### config.mk
export PLATFORM = sky130hd
export DESIGN_NAME = mux_rr_arbiter_flat
export DESIGN_NICKNAME = d
export VERILOG_FILES = /design/src/rtl/mux_rr_arbiter_pkg.sv /design/src/rtl/mux_rr_arbiter_if.sv /design/src/rtl/mux_rr_arbiter_pick.sv /design/src/rtl/mux_rr_arbiter.sv /design/src/flat_wrapper.sv
export SDC_FILE = /design/constraint.sdc
export NUM_CORES = 1
export LEC_CHECK = 0
export CORE_ASPECT_RATIO = 1.5
export CORE_MARGIN = 10
export CORE_UTILIZATION = 60
export DETAILED_ROUTE_END_ITERATION = 16
export HOLD_SLACK_MARGIN = 0.06
export PLACE_DENSITY = 0.87
export SETUP_SLACK_MARGIN = 0.02
export SYNTH_ARGS = -nofsm -noshare
export SYNTH_HDL_FRONTEND = slang
export SYNTH_SLANG_ARGS = --single-unit
### constraint.sdc
create_clock -name clk -period 8.3 [get_ports clk]
set_input_delay 1.66 -clock clk [delete_from_list [all_inputs] [get_ports clk]]
set_output_delay 1.66 -clock clk [all_outputs]
set_load 0.02 [all_outputs]
### src/rtl/mux_rr_arbiter_pkg.sv
// Shared definitions for the round-robin arbiter in front of the 16:1 mux:
// FSM state encoding, requester/select widths, default hold limit and a
// one-hot decode helper.
package mux_arb_pkg;

    localparam int N_REQ        = 16;
    localparam int SEL_W        = 4;
    localparam int MAX_HOLD_DEF = 8;
    localparam int CNT_W_DEF    = 4;

    typedef enum logic [1:0] {
        IDLE = 2'd0,
        OWN  = 2'd1,
        GAP  = 2'd2
    } arb_state_e;

    // Decode an owner index into a one-hot grant vector (bit 0 is the MSB).
    function automatic logic [0:N_REQ-1] onehot(input logic [0:SEL_W-1] idx);
        logic [0:N_REQ-1] v;
        v      = '0;
        v[idx] = 1'b1;
        return v;
    endfunction

endpackage

### src/rtl/mux_rr_arbiter_if.sv
// Request/grant bundle between the requesting units (master side) and the
// arbiter (slave side).
interface mux_rr_arbiter_if;
    import mux_arb_pkg::*;

    logic [0:N_REQ-1] req;
    logic             done;
    logic [0:N_REQ-1] gnt;
    logic             gnt_valid;
    logic [0:SEL_W-1] sel;
    logic             timeout;

    modport master (
        output req,
        output done,
        input  gnt,
        input  gnt_valid,
        input  sel,
        input  timeout
    );

    modport slave (
        input  req,
        input  done,
        output gnt,
        output gnt_valid,
        output sel,
        output timeout
    );

endinterface

### src/rtl/mux_rr_arbiter_pick.sv
// Rotating-priority encoder: finds the first set request at or after ptr,
// wrapping modulo 16. Purely combinational.
module rr_pick16
    import mux_arb_pkg::*;
(
    input  logic [0:N_REQ-1] req,
    input  logic [0:SEL_W-1] ptr,
    output logic             found,
    output logic [0:SEL_W-1] idx
);

    logic [0:N_REQ-1] rot_s;
    logic [0:SEL_W-1] first_s;

    // Rotate the request vector so that position 0 corresponds to ptr.
    always_comb begin
        rot_s = '0;
        for (int j = 0; j < N_REQ; j++) begin
            rot_s[j] = req[SEL_W'(ptr + SEL_W'(j))];
        end
    end

    // Fixed-priority find-first on the rotated vector; lowest position wins.
    always_comb begin
        first_s = '0;
        found   = 1'b0;
        for (int j = N_REQ - 1; j >= 0; j--) begin
            if (rot_s[j]) begin
                first_s = SEL_W'(j);
                found   = 1'b1;
            end else begin
                first_s = first_s;
            end
        end
    end

    // Undo the rotation to get the absolute requester index.
    assign idx = first_s + ptr;

endmodule

### src/rtl/mux_rr_arbiter.sv
// Round-robin arbiter sharing the 16:1 mux among 16 requesters. An owner
// keeps the mux until done, until it drops its request, or until the hold
// limit expires; a one-cycle GAP separates successive owners so the mux
// output never switches directly between two owners.
module mux_rr_arbiter
    import mux_arb_pkg::*;
#(
    parameter int MAX_HOLD = MAX_HOLD_DEF,
    parameter int CNT_W    = CNT_W_DEF
) (
    input  logic              clk,
    input  logic              rst_n,
    mux_rr_arbiter_if.slave   bus
);

    arb_state_e       state_r,     state_s;
    logic [0:N_REQ-1] gnt_r,       gnt_s;
    logic             gnt_valid_r, gnt_valid_s;
    logic [0:SEL_W-1] sel_r,       sel_s;
    logic             timeout_r,   timeout_s;
    logic [0:SEL_W-1] ptr_r,       ptr_s;
    logic [CNT_W-1:0] cnt_r,       cnt_s;

    logic             found_s;
    logic [0:SEL_W-1] idx_s;
    logic             hold_hit_s;
    logic             release_s;

    rr_pick16 u_pick (
        .req   (bus.req),
        .ptr   (ptr_r),
        .found (found_s),
        .idx   (idx_s)
    );

    // Release conditions for the current owner (sel_r holds the owner index).
    always_comb begin
        hold_hit_s = (MAX_HOLD != 32'sd0) && (cnt_r == CNT_W'(MAX_HOLD - 1));
        release_s  = bus.done || !bus.req[sel_r] || hold_hit_s;
    end

    // Next-state and next-output logic for the IDLE/OWN/GAP sequencer.
    always_comb begin
        state_s     = state_r;
        gnt_s       = gnt_r;
        gnt_valid_s = gnt_valid_r;
        sel_s       = sel_r;
        timeout_s   = 1'b0;
        ptr_s       = ptr_r;
        cnt_s       = cnt_r;
        case (state_r)
            IDLE: begin
                if (found_s) begin
                    state_s     = OWN;
                    gnt_s       = onehot(idx_s);
                    gnt_valid_s = 1'b1;
                    sel_s       = idx_s;
                    cnt_s       = '0;
                end else begin
                    gnt_s       = '0;
                    gnt_valid_s = 1'b0;
                end
            end
            OWN: begin
                if (release_s) begin
                    state_s     = GAP;
                    gnt_s       = '0;
                    gnt_valid_s = 1'b0;
                    ptr_s       = sel_r + 4'd1;
                    // Pulse only when the hold limit was the sole cause.
                    timeout_s   = hold_hit_s && !bus.done && bus.req[sel_r];
                end else begin
                    cnt_s       = cnt_r + {{(CNT_W-1){1'b0}}, 1'b1};
                end
            end
            GAP: begin
                state_s     = IDLE;
                gnt_s       = '0;
                gnt_valid_s = 1'b0;
            end
            default: begin
                state_s     = IDLE;
                gnt_s       = '0;
                gnt_valid_s = 1'b0;
                cnt_s       = '0;
            end
        endcase
    end

    // State, pointer, counter and registered outputs; reset acts immediately.
    always_ff @(posedge clk or negedge rst_n) begin
        if (!rst_n) begin
            state_r     <= IDLE;
            gnt_r       <= '0;
            gnt_valid_r <= 1'b0;
            sel_r       <= '0;
            timeout_r   <= 1'b0;
            ptr_r       <= '0;
            cnt_r       <= '0;
        end else begin
            state_r     <= state_s;
            gnt_r       <= gnt_s;
            gnt_valid_r <= gnt_valid_s;
            sel_r       <= sel_s;
            timeout_r   <= timeout_s;
            ptr_r       <= ptr_s;
            cnt_r       <= cnt_s;
        end
    end

    assign bus.gnt       = gnt_r;
    assign bus.gnt_valid = gnt_valid_r;
    assign bus.sel       = sel_r;
    assign bus.timeout   = timeout_r;

endmodule
### src/flat_wrapper.sv
// flat-port wrapper written by rule: the top's interface ports become plain ports
module mux_rr_arbiter_flat import mux_arb_pkg::*;
#(
    parameter int MAX_HOLD = MAX_HOLD_DEF,
    parameter int CNT_W    = CNT_W_DEF
)
  (clk, rst_n, bus_req, bus_done, bus_gnt, bus_gnt_valid, bus_sel, bus_timeout);
  mux_rr_arbiter_if bus_i ();
  input  logic clk;
  input  logic rst_n;
  input wire logic [$bits(bus_i.req)-1:0] bus_req;
  input wire logic [$bits(bus_i.done)-1:0] bus_done;
  output wire logic [$bits(bus_i.gnt)-1:0] bus_gnt;
  output wire logic [$bits(bus_i.gnt_valid)-1:0] bus_gnt_valid;
  output wire logic [$bits(bus_i.sel)-1:0] bus_sel;
  output wire logic [$bits(bus_i.timeout)-1:0] bus_timeout;
  assign bus_i.req = bus_req;
  assign bus_i.done = bus_done;
  assign bus_gnt = bus_i.gnt;
  assign bus_gnt_valid = bus_i.gnt_valid;
  assign bus_sel = bus_i.sel;
  assign bus_timeout = bus_i.timeout;
  mux_rr_arbiter #(.MAX_HOLD(MAX_HOLD), .CNT_W(CNT_W)) u_core (.clk(clk), .rst_n(rst_n), .bus(bus_i));
endmodule
==> summary.md <==
| Metric | Value |
|---|---|
| Largest net degree at the start of global routing | 33 |
| Number of synthesized register bits | 32 |
| Resize count post-CTS | 0 |
| Synth Area in Compound Gates | 13.1% |
| Die area | 0.00799 sq mm |
| Worst hold path type | reg -> reg |
| Initial Util | 62.5% |
| Syn avg cell area | 11.9 sq um |
| Placed Instances | 336 |
| Vias in the first global route | 2376 |
| Antenna violations before repair | 0 |
| Max frequency | 169 MHz |
| H-tree depth | 2 |
| Post-DP HPWL | 5720 um |
| Post-synth top cells | 33 x mux4_2, 32 x dfrtp_1, 25 x nand2_1 |
| Layout area overhead | 18.5% |
| Combinational family with the most area after synthesis | multiplexers |
| FP Rows | 30 |
| Setup TNS | 0 ps |
| Kind of start point of the critical path | input port |
| Hold Vio Cnt, Final | 0 |
| Clk buf depth | 2 |
| Post-CTS setup buffers | 0 |
| Pre-antenna DRT Iters | 4 |
| RSZ-0062 raised after global routing | no |
| IO Count | 41 |
| Share of async-settable or async-resettable flops after synthesis | 100% |
| Period utilisation layout | 71.4% |
| Post-synthesis mux area share | 34.3% |
| Root Buffer | clkbuf_8 |
| Number of CTS-inserted buffers | 5 |
| Post-synthesis cell count | 241 |
| Distinct cells, synth | 52 |
| Crit path kind | in -> reg |
| Yosys top cell by area | dfrtp_1 |
| Routed WL per cell | 21.4 um |
| Vias post-DR | 2282 |
| Tot GR Track Use | 18.7% |
| Final WL | 7380 um |
| Die X | 76.4 um |
| Worst Skew | 10.2 ps |
| Die Y | 105 um |
| First-pass GRT wire length | 12300 um |
| # clock sinks | 32 |
| Slew @ Worst Pin | 1070 ps |
| Place WS | 2380 ps |
| Slew headroom | 28.2% |
| Number of synthesized flops with an enable pin | 0 |
| Hold slack | 485 ps |
| Crit Path Max Fanout | 8 |
| Post-synthesis xor/xnor area fraction | 3.67% |
| Yosys warnings | 0 |
| Final WS setup | 2370 ps |
| Worst-skew pair later-pin latency | 290 ps |
| Via density per instance | 6.63 |
| NumNets Final | 311 |
| Post-Synth Simple-Gate Area | 11.3% |
| Final ANT Viol Nets | 0 |
| Synth top area share | 28.0% |
| Grt ovf | 0 |
| Max-Cap Viols | 0 |
| Reg clk slew, reported paths | 70 ps |
| Post-route insts no fill | 344 |
| Share of post-route cells with drive strength above 1 | 18.9% |
| Post-synthesis sequential area ratio | 28.0% |
| Ranking of synthesized cells by area | dfrtp_1 28%, mux4_2 26%, ha_1 5.2% |
| Cell Area, Synth | 0.00286 sq mm |
| Core Footprint | 0.00458 sq mm |
| CTS tree | yes |
| DRT iter0 DRCs | 148 |
| Adder-cell share of the synthesized area | 5.95% |
| Fin crit period | 5930 ps |
| Crit. End Element | flip-flop |
| CP required | 8410 ps |
| CTS Hold Bufs | 0 |
| # setup viols final | 0 |
| Mapped Nets | 273 |
| Final Wtd Congestion | 0.911 |
| # DRC | 0 |
| Crit path DAT | 6040 ps |
| IO buf count | 40 |
| Max-slew violations | 0 |
| Diodes inserted | 0 |
| Top_reg_cell synth | dfrtp_1 |
| Most frequent cell after synthesis | mux4_2 |
| Outcome | complete, no violations |
[flip-flops by register name (all words and copies together) (netlist names)]
signal and flops:
u_core.ptr_r 4, u_core.bus.gnt_valid 1, u_core.cnt_r 4, u_core.bus.timeout 1, u_core.state_r 2, u_core.bus.sel 4, u_core.bus.gnt 16
[area by class of cell]
type,instances,area [sq um]
clock buffers,7,86.3
clock inverters,1,7.51
inverters,12,45.0
repair buffers,42,415
well taps,64,80.1
flip-flops and latches,32,801
multi-input cells,186,1960
fillers,323,1190
[logic make-up (layout without fill, tap and decap cells)]
family,Yosys count,in the layout
buf+inv,23,62
fa+ha+maj,13,13
simple gates,59,59
flops,32,32
compound gates,50,50
xor+xnor,12,12
mux,52,52
[critical path, stage by stage]
cell             delay, ps
clkdlybuf4s50_1        520
mux4_1                 610
mux4_2                 550
nor2b_1                150
or4_1                  510
o22ai_1                190
ha_1                   190
a21o_1                 120
a21oi_1                 70
xnor2_1                350
a21boi_1               240
a31oi_2                240
o41ai_1                630
[final timing paths]
check	from	endpoint	slack, ps	cells past startpoint
min reg2reg	u_core.bus.gnt_valid$_DFFE_PN0P_	u_core.bus.gnt_valid$_DFFE_PN0P_	490	2
min in group asynchronous	rst_n	u_core.ptr_r[1]$_DFFE_PN0P_	1770	2
max reg2reg	u_core.ptr_r[2]$_DFFE_PN0P_	u_core.bus.gnt[6]$_DFFE_PN0P_	2420	16
max in group asynchronous	rst_n	u_core.bus.gnt[4]$_DFFE_PN0P_	6230	2
min	u_core.bus.gnt_valid$_DFFE_PN0P_	u_core.bus.gnt_valid$_DFFE_PN0P_	490	2
max	bus_req[12]	u_core.bus.gnt[6]$_DFFE_PN0P_	2370	13
[through the flow]
step                      cell area (sq um)  utilization [%]
after global placement                 3300             72.0
final                                  3390             74.0
after floorplan                        2860                -
after global routing                   3390             74.0
after CTS                              3390             74.0
after detailed placement               3300             72.0
[layer usage]
layer  share of wire (%)  track usage, %  routed length [um]  up-vias
met5                   0               0                   0        -
met4                 2.1            7.60                 152        0
met3                 7.6            5.66                 563       14
met2                  55            33.3                4070      106
met1                  35            20.1                2590     1138
li1                    -               -                   -     1024
[cells in the final DEF, fill, tap and decap left out, types with 3 or more instances in the layout]
cell type	Yosys	final
a21o_1	3	3
clkdlybuf4s50_1	0	40
nand2b_1	6	6
nor2_1	10	10
nand2_1	25	25
nor2b_1	3	3
clkbuf_8	0	6
o31ai_1	13	13
o41ai_1	4	4
mux4_2	33	33
dfrtp_1	32	32
o21ai_0	3	3
xor2_1	6	6
ha_1	12	12
mux2i_1	13	13
xnor2_1	6	6
inv_1	12	12
a21oi_1	8	8
Power is left out: the tool's default activity adds up to more than one toggle a clock period on the data nets, which glitch-free logic cannot reach.
